[src/rtl/counter_sequencer_rr.sv]
// +--------------------------------------------------------------------------+
// | counter_sequencer_rr: round-robin owner of one shared WIDTH-bit counter;  |
// | each grant runs a burst 0..limit, then pulses cout/done.                  |
// | Optional: `define COUNTER_SEQ_TICK_EN adds a tick input that gates RUN.   |
// | Rev 1.0 - initial release                                                |
// +--------------------------------------------------------------------------+
`default_nettype none

module counter_sequencer_rr #(
  parameter int N_REQ = 2,
  parameter int WIDTH = 4
) (
  input  logic                   CLK,
  input  logic                   ASYNCRESET,
`ifdef COUNTER_SEQ_TICK_EN
  input  logic                   tick,
`endif
  input  logic [N_REQ-1:0]       req,
  input  logic [N_REQ*WIDTH-1:0] limit,
  output logic [N_REQ-1:0]       grant,
  output logic                   busy,
  output logic [WIDTH-1:0]       O,
  output logic                   cout,
  output logic [N_REQ-1:0]       done
);

  localparam int IDX_W = (N_REQ > 1) ? $clog2(N_REQ) : 1;

  typedef enum logic [1:0] {
    S_IDLE = 2'd0,
    S_RUN  = 2'd1,
    S_DONE = 2'd2
  } state_t;

  state_t             state_q, state_d;
  logic [N_REQ-1:0]   grant_q, grant_d;
  logic [N_REQ-1:0]   done_q,  done_d;
  logic [WIDTH-1:0]   o_q,     o_d;
  logic [WIDTH-1:0]   lim_q,   lim_d;
  logic [IDX_W-1:0]   ptr_q,   ptr_d;
  logic [IDX_W-1:0]   owner_q, owner_d;
  logic               cout_q,  cout_d;

  logic               any_req;
  logic [IDX_W-1:0]   sel;
  logic [IDX_W-1:0]   cand_idx;
  int                 cand;
  int                 nxt;
  logic               tick_w;

`ifdef COUNTER_SEQ_TICK_EN
  assign tick_w = tick;
`else
  assign tick_w = 1'b1;
`endif

  // First requester at or after the pointer, wrapping modulo N_REQ.
  always_comb begin
    any_req  = 1'b0;
    sel      = '0;
    cand     = 0;
    cand_idx = '0;
    for (int k = 0; k < N_REQ; k++) begin
      cand = int'(ptr_q) + k;
      if (cand >= N_REQ) cand = cand - N_REQ;
      cand_idx = IDX_W'(cand);
      if (!any_req && req[cand_idx]) begin
        any_req = 1'b1;
        sel     = cand_idx;
      end
    end
    nxt = int'(sel) + 1;
    if (nxt >= N_REQ) nxt = 0;
  end

  always_comb begin
    state_d = state_q;
    grant_d = grant_q;
    o_d     = o_q;
    lim_d   = lim_q;
    ptr_d   = ptr_q;
    owner_d = owner_q;
    cout_d  = 1'b0;
    done_d  = '0;
    case (state_q)
      S_IDLE: begin
        if (any_req) begin
          state_d = S_RUN;
          grant_d = N_REQ'(1) << sel;
          o_d     = '0;
          lim_d   = limit[int'(sel)*WIDTH +: WIDTH];
          owner_d = sel;
          ptr_d   = IDX_W'(nxt);
        end
      end
      S_RUN: begin
        // A dropped request aborts on any cycle, tick or not.
        if (!req[owner_q]) begin
          state_d = S_IDLE;
          grant_d = '0;
        end else if (tick_w) begin
          if (o_q == lim_q) begin
            state_d = S_DONE;
            grant_d = '0;
            cout_d  = 1'b1;
            done_d  = N_REQ'(1) << owner_q;
          end else begin
            o_d = o_q + WIDTH'(1);
          end
        end
      end
      S_DONE: begin
        state_d = S_IDLE;
      end
      default: begin
        state_d = S_IDLE;
        grant_d = '0;
      end
    endcase
  end

  always_ff @(posedge CLK or posedge ASYNCRESET) begin
    if (ASYNCRESET) begin
      state_q <= S_IDLE;
      grant_q <= '0;
      done_q  <= '0;
      o_q     <= '0;
      lim_q   <= '0;
      ptr_q   <= '0;
      owner_q <= '0;
      cout_q  <= 1'b0;
    end else begin
      state_q <= state_d;
      grant_q <= grant_d;
      done_q  <= done_d;
      o_q     <= o_d;
      lim_q   <= lim_d;
      ptr_q   <= ptr_d;
      owner_q <= owner_d;
      cout_q  <= cout_d;
    end
  end

  assign grant = grant_q;
  assign busy  = (state_q != S_IDLE);
  assign O     = o_q;
  assign cout  = cout_q;
  assign done  = done_q;

endmodule

`default_nettype wire
[config.mk]
export PLATFORM = sky130hd
export DESIGN_NAME = counter_sequencer_rr
export DESIGN_NICKNAME = d
export VERILOG_FILES = /design/src/rtl/counter_sequencer_rr.sv
export SDC_FILE = /design/constraint.sdc
export NUM_CORES = 1
export LEC_CHECK = 0
export ABC_AREA = 1
export CAP_MARGIN = 5
export CORE_MARGIN = 5
export CORE_UTILIZATION = 54
export CTS_BUF_LIST = sky130_fd_sc_hd__clkbuf_8
export CTS_CLUSTER_SIZE = 8
export DETAILED_ROUTE_END_ITERATION = 7
export PLACE_DENSITY = 0.86
export SLEW_MARGIN = 20
export SYNTH_ARGS = -nofsm -noshare
export SYNTH_HDL_FRONTEND = slang
export SYNTH_SLANG_ARGS = --single-unit
[constraint.sdc]
create_clock -name CLK -period 3.01 [get_ports CLK]
set_clock_uncertainty 0.05 [all_clocks]
set_input_delay 0.602 -clock CLK [delete_from_list [all_inputs] [get_ports CLK]]
set_output_delay 0.602 -clock CLK [all_outputs]
set_load 0.1 [all_outputs]
==> impl_metrics.env, run 1 <==
export IMPL_hold_slack_ns=0.4342
export IMPL_area_delta_synth_final_pct=26.35
export IMPL_hpwl_um=1434
export IMPL_cap_violations=0
export IMPL_outcome="finished, final reports clean"
export IMPL_synthesis_area_sq_um=925.9
export IMPL_yosysWarningCount=0
export IMPL_initial_core_util=0.5543
export IMPL_clock_fmax_mhz=567.7
export IMPL_required_ns=2.36
export IMPL_vias=743
export IMPL_syn_avg_cell_area_sq_um=8.735
export IMPL_drive_gt1_frac=0.2692
export IMPL_critical_path_buf_inv_count=2
export IMPL_fillers=132
export IMPL_grt_overflow=0
export IMPL_nets=144
export IMPL_cts_buffers_inserted=3
export IMPL_regArea_sq_um=425.4
export IMPL_cts_root_buf="clkbuf_8"
export IMPL_wirelength_um=1772
export IMPL_max_vdd_ir_drop_uv=803.4
export IMPL_groute_usage_overall=0.1571
export IMPL_maxSlewViolCount=0
export IMPL_cts_sinks=17
export IMPL_gp_congestion=0.8007
export IMPL_max_stage_delay_ns=0.40
export IMPL_final_common_cell="nand2_1"
export IMPL_critPathTopFamily="flip-flops"
export IMPL_syn_inst=106
export IMPL_setup_tns_ns=0
export IMPL_die_w_um=51.41
export IMPL_cts_buffer_depth=2
export IMPL_worstPathArrival_ns=1.11
export IMPL_antenna_found_initial=0
export IMPL_first_pass_iters=4
export IMPL_cts_tree="built"
export IMPL_htreeDepth=1
export IMPL_worst_setup_path_end_kind="output port"
export IMPL_grt_max_degree=18
export IMPL_fin_crit_sh=0.5852
export IMPL_core_area_sq_mm=0.001670
export IMPL_criticalPathCategory="flip-flop to output port"
export IMPL_cp_slowest_cell="dfrtp_1"
export IMPL_slew_headroom=0.5822
export IMPL_first_global_vias=770
export IMPL_cp_start_kind="flip-flop"
export IMPL_routedWlPerCell_um=12.05
export IMPL_insertion_delay_ns=0.24
export IMPL_fp_dieH_um=51.41
export IMPL_drt_iter0_drc=8
export IMPL_path_max_fanout=3
export IMPL_rsz0062_at_grt="no"
export IMPL_hold_path_class="flip-flop to flip-flop"
export IMPL_seq_area_frac_synth=0.4595
export IMPL_setup_viol=0
export IMPL_period_minus_slack_ns=1.762
export IMPL_final_antenna_net_count=0
export IMPL_worst_pin_slew_ns=0.6261
export IMPL_synth_distinct_cells=21
export IMPL_leakagePower_nw=0.5867
export IMPL_fp_row_count=15
export IMPL_multi_input_area_sq_um=429.2
export IMPL_clk_pin_slew_worst_paths_ns=0.06
export IMPL_cts_hold_repair_buffers=0
export IMPL_cts_setup_buffers=0
export IMPL_syn_nets=119
export IMPL_crit_chain="nor2_1, inv_2, buf_4"
export IMPL_viasPerCell=5.054
export IMPL_cts_resized=0
export IMPL_n_antenna_cell=0
export IMPL_powerDensity_mw_per_mm2=1148
export IMPL_hold_viol=0
export IMPL_grt_first_pass_wirelength_um=3180
export IMPL_io_buffers=21
export IMPL_io_pins=22
export IMPL_die_area_sq_mm=0.002642
export IMPL_synth_seq_cells=17
export IMPL_drc=0
export IMPL_final_cell_mix="nand2_1, dfrtp_1, inv_1"
Yosys cell counts:
| library cell | n | area, sq um |
|---|---|---|
| nand2_1 | 27 | 101.4 |
| dfrtp_1 | 17 | 425.4 |
| inv_1 | 11 | 41.29 |
| nand3_1 | 9 | 45.04 |
| inv_2 | 6 | 22.52 |
| nor2_1 | 6 | 22.52 |
| nand2_2 | 5 | 31.28 |
| o211ai_1 | 4 | 30.03 |
| nand2_4 | 3 | 33.78 |
| nor2_4 | 3 | 33.78 |
| a21oi_1 | 2 | 10.01 |
| nand3_4 | 2 | 35.03 |
| nor2_2 | 2 | 12.51 |
| o21ai_1 | 2 | 10.01 |
| buf_4 | 1 | 7.510 |
| ha_1 | 1 | 12.51 |
| nand2_8 | 1 | 20.02 |
| nand4_1 | 1 | 6.260 |
| o21bai_1 | 1 | 7.510 |
| xnor2_1 | 1 | 8.760 |
| xor2_1 | 1 | 8.760 |
worst min-delay path: cells and delay by family (launching register included):
family	cells	cell delay, ns
simple gates	2	0.10
flops	1	0.35
stage by stage:
step,total power [mW],setup slack (ns),cells,utilization,area (sq um)
after floorplan,1.044,1.195,106,-,925.9
after global placement,1.171,1.095,143,0.6734,1125
after detailed placement,1.189,1.034,143,0.6734,1125
after CTS,1.354,1.237,147,0.7004,1170
after global routing,1.437,1.206,147,0.7004,1170
final,1.343,1.248,147,0.7004,1170
layer usage:
layer | track usage | share of wire
met1 | 0.1820 | 0.43
met2 | 0.2797 | 0.51
met3 | 0.01749 | 0.055
met4 | 0.08297 | 0.0079
met5 | 0 | 0
path summary, 6_finish.rpt:
path / from / end / depth (start not counted) / slack, ns
setup / recovery: state_q[0] / busy / 3 / 1.25
max in group asynchronous: ASYNCRESET / lim_q[0] / 2 / 1.82
min in group asynchronous: ASYNCRESET / grant[0] / 2 / 0.68
setup reg to reg: state_q[1] / O[3] / 6 / 1.72
hold / removal: grant[0] / grant[0] / 2 / 0.43
hold reg to reg: grant[0] / grant[0] / 2 / 0.43
registers in the layout (all words and copies together) (netlist names):
register  count
cout          1
done          2
owner_q       1
O             4
ptr_q         1
grant         2
lim_q         4
state_q       2
area by class of cell:
class | count | area share
multi-input cells | 71 | 0.3668
flip-flops and latches | 17 | 0.3636
repair buffers | 21 | 0.1583
inverters | 17 | 0.05455
clock buffers | 3 | 0.03529
well taps | 17 | 0.01818
clock inverters | 1 | 0.003209
cells by family (layout without fill, tap and decap cells):
family,after synthesis,in the layout,synth area share
buf+inv,18,42,0.07703
xor+xnor,2,2,0.01892
fa+ha+maj,1,1,0.01351
flops,17,17,0.4595
compound gates,9,9,0.06217
simple gates,59,59,0.3689
where the power goes:
part | switching (mW) | leakage [nW] | internal (mW)
sequential | 0.0636 | 0.220 | 0.309
clock | 0.0697 | 0.0269 | 0.0902
combinational | 0.592 | 0.340 | 0.218
No activity file was read; power rests on OpenSTA's default activity.
==> inputs of run 2 (changes only) <==
- CORE_UTILIZATION: 54 -> 45
- PLACE_DENSITY: 0.86 -> 0.76
- clock period: 3.01 -> 1.5 ns (I/O delays scaled with it)
==> impl_metrics.env, run 2 (synthesized netlist as in run 1, its figures left out) <==
export IMPL_cts_setup_buffers=0
export IMPL_hold_viol=0
export IMPL_n_antenna_cell=0
export IMPL_first_pass_iters=4
export IMPL_area_delta_synth_final_pct=49.59
export IMPL_clk_pin_slew_worst_paths_ns=0.06
export IMPL_clock_fmax_mhz=709.0
export IMPL_cts_resized=0
export IMPL_worstPathArrival_ns=1.06
export IMPL_outcome="finished, final reports clean"
export IMPL_rsz0062_at_grt="no"
export IMPL_final_antenna_net_count=0
export IMPL_die_area_sq_mm=0.003065
export IMPL_cts_root_buf="clkbuf_8"
export IMPL_nets=151
export IMPL_setup_tns_ns=0
export IMPL_final_cell_mix="nand2_1, dfrtp_1, inv_1"
export IMPL_viasPerCell=5.006
export IMPL_rrSetupSlack_ns=0.17
export IMPL_instances_no_fill=164
export IMPL_wirelength_um=2022
export IMPL_required_ns=1.15
export IMPL_grt_first_pass_wirelength_um=3629
export IMPL_cts_buffer_depth=2
export IMPL_io_pins=22
export IMPL_cp_start_kind="flip-flop"
export IMPL_cts_hold_repair_buffers=0
export IMPL_fp_dieH_um=55.36
export IMPL_cts_sinks=17
export IMPL_cap_violations=0
export IMPL_final_common_cell="nand2_1"
export IMPL_vias=821
export IMPL_final_util=0.7060
export IMPL_insertion_delay_ns=0.25
export IMPL_grt_overflow=0
export IMPL_slew_headroom=0.8355
export IMPL_hold_path_class="input pin to async pin"
export IMPL_routedWlPerCell_um=12.33
export IMPL_path_max_fanout=3
export IMPL_antenna_found_initial=0
export IMPL_cts_tree="built"
export IMPL_period_minus_slack_ns=1.411
export IMPL_initial_core_util=0.4719
export IMPL_fp_row_count=16
export IMPL_worst_pin_slew_ns=0.2464
export IMPL_drc=0
export IMPL_groute_usage_overall=0.1448
export IMPL_setup_viol=0
export IMPL_hpwl_um=1571
export IMPL_leakagePower_nw=0.6503
export IMPL_grt_max_degree=18
export IMPL_place_area_sq_mm=0.001338
export IMPL_fin_crit_sh=0.9403
export IMPL_powerDensity_mw_per_mm2=2223
export IMPL_drt_iter0_drc=24
export IMPL_worst_setup_path_end_kind="output port"
export IMPL_cts_buffers_inserted=3
export IMPL_first_global_vias=828
export IMPL_post_route_cell_area_sq_mm=0.001385
export IMPL_maxSlewViolCount=0
export IMPL_die_w_um=55.36
export IMPL_htreeDepth=1
export IMPL_io_buffers=21
export IMPL_max_vdd_ir_drop_uv=1506
export IMPL_drive_gt1_frac=0.3431
export IMPL_core_area_sq_mm=0.001962
export IMPL_gp_congestion=0.8302
export IMPL_criticalPathCategory="flip-flop to output port"
export IMPL_dp_cells=160
==> run 2: changes by cell type in the layout (fill, tap and decap cells not counted), sizes merged <==
cell / before / now
buf: 10 / 17
==> run 2: metrics by stage <==
stage / power (mW) / hold WS (ns) / worst slack [ns]
6_report: 3.079 / 0.3285 / 0.08949
2_1_floorplan: 2.103 / 0.1760 / 0.01044
5_1_grt: 3.267 / 0.3612 / 0.02093
3_5_place_dp: 2.751 / 0.4615 / -0.04536
4_1_cts: 3.094 / 0.3378 / 0.06756
3_3_place_gp: 2.695 / 0.4628 / 0.006349
==> run 2: worst paths after layout <==
| kind | from | to | cells after the start |
|---|---|---|---|
| worst max-delay path | state_q[1] | busy | 3 |
| worst min-delay path | ASYNCRESET | state_q[0] | 3 |
| worst max register to register | O[1] | O[2] | 8 |
| worst min register to register | ptr_q | ptr_q | 2 |
| max in group asynchronous | ASYNCRESET | O[1] | 3 |
| min in group CLK | ptr_q | ptr_q | 2 |
==> run 2: final cells by class <==
cell class,instances,area [sq um]
well taps,27,33.78
multi-input cells,71,431.7
clock buffers,3,41.29
clock inverters,1,3.754
flip-flops and latches,17,435.4
fillers,152,576.8
repair buffers,28,375.4
inverters,17,63.81
==> run 2: power breakdown <==
group | total (mW) | internal (mW) | switching, mW
combinational | 1.95 | 0.713 | 1.24
clock | 0.329 | 0.181 | 0.147
sequential | 0.802 | 0.630 | 0.172
==> run 2: worst max-delay path, stage by stage, from the launching register on <==
cell and delay, ns:
dfrtp_1 0.42, nor2_2 0.14, inv_2 0.08, buf_12 0.17
==> run 2: metal layers <==
metal / up-vias / routed length [um] / GRT usage
met1: 391 / 776 / 0.1645
met4: 0 / 55 / 0.08333
li1: 392 / - / -
met5: - / 0 / 0
met3: 7 / 109 / 0.01399
met2: 31 / 1081 / 0.2601
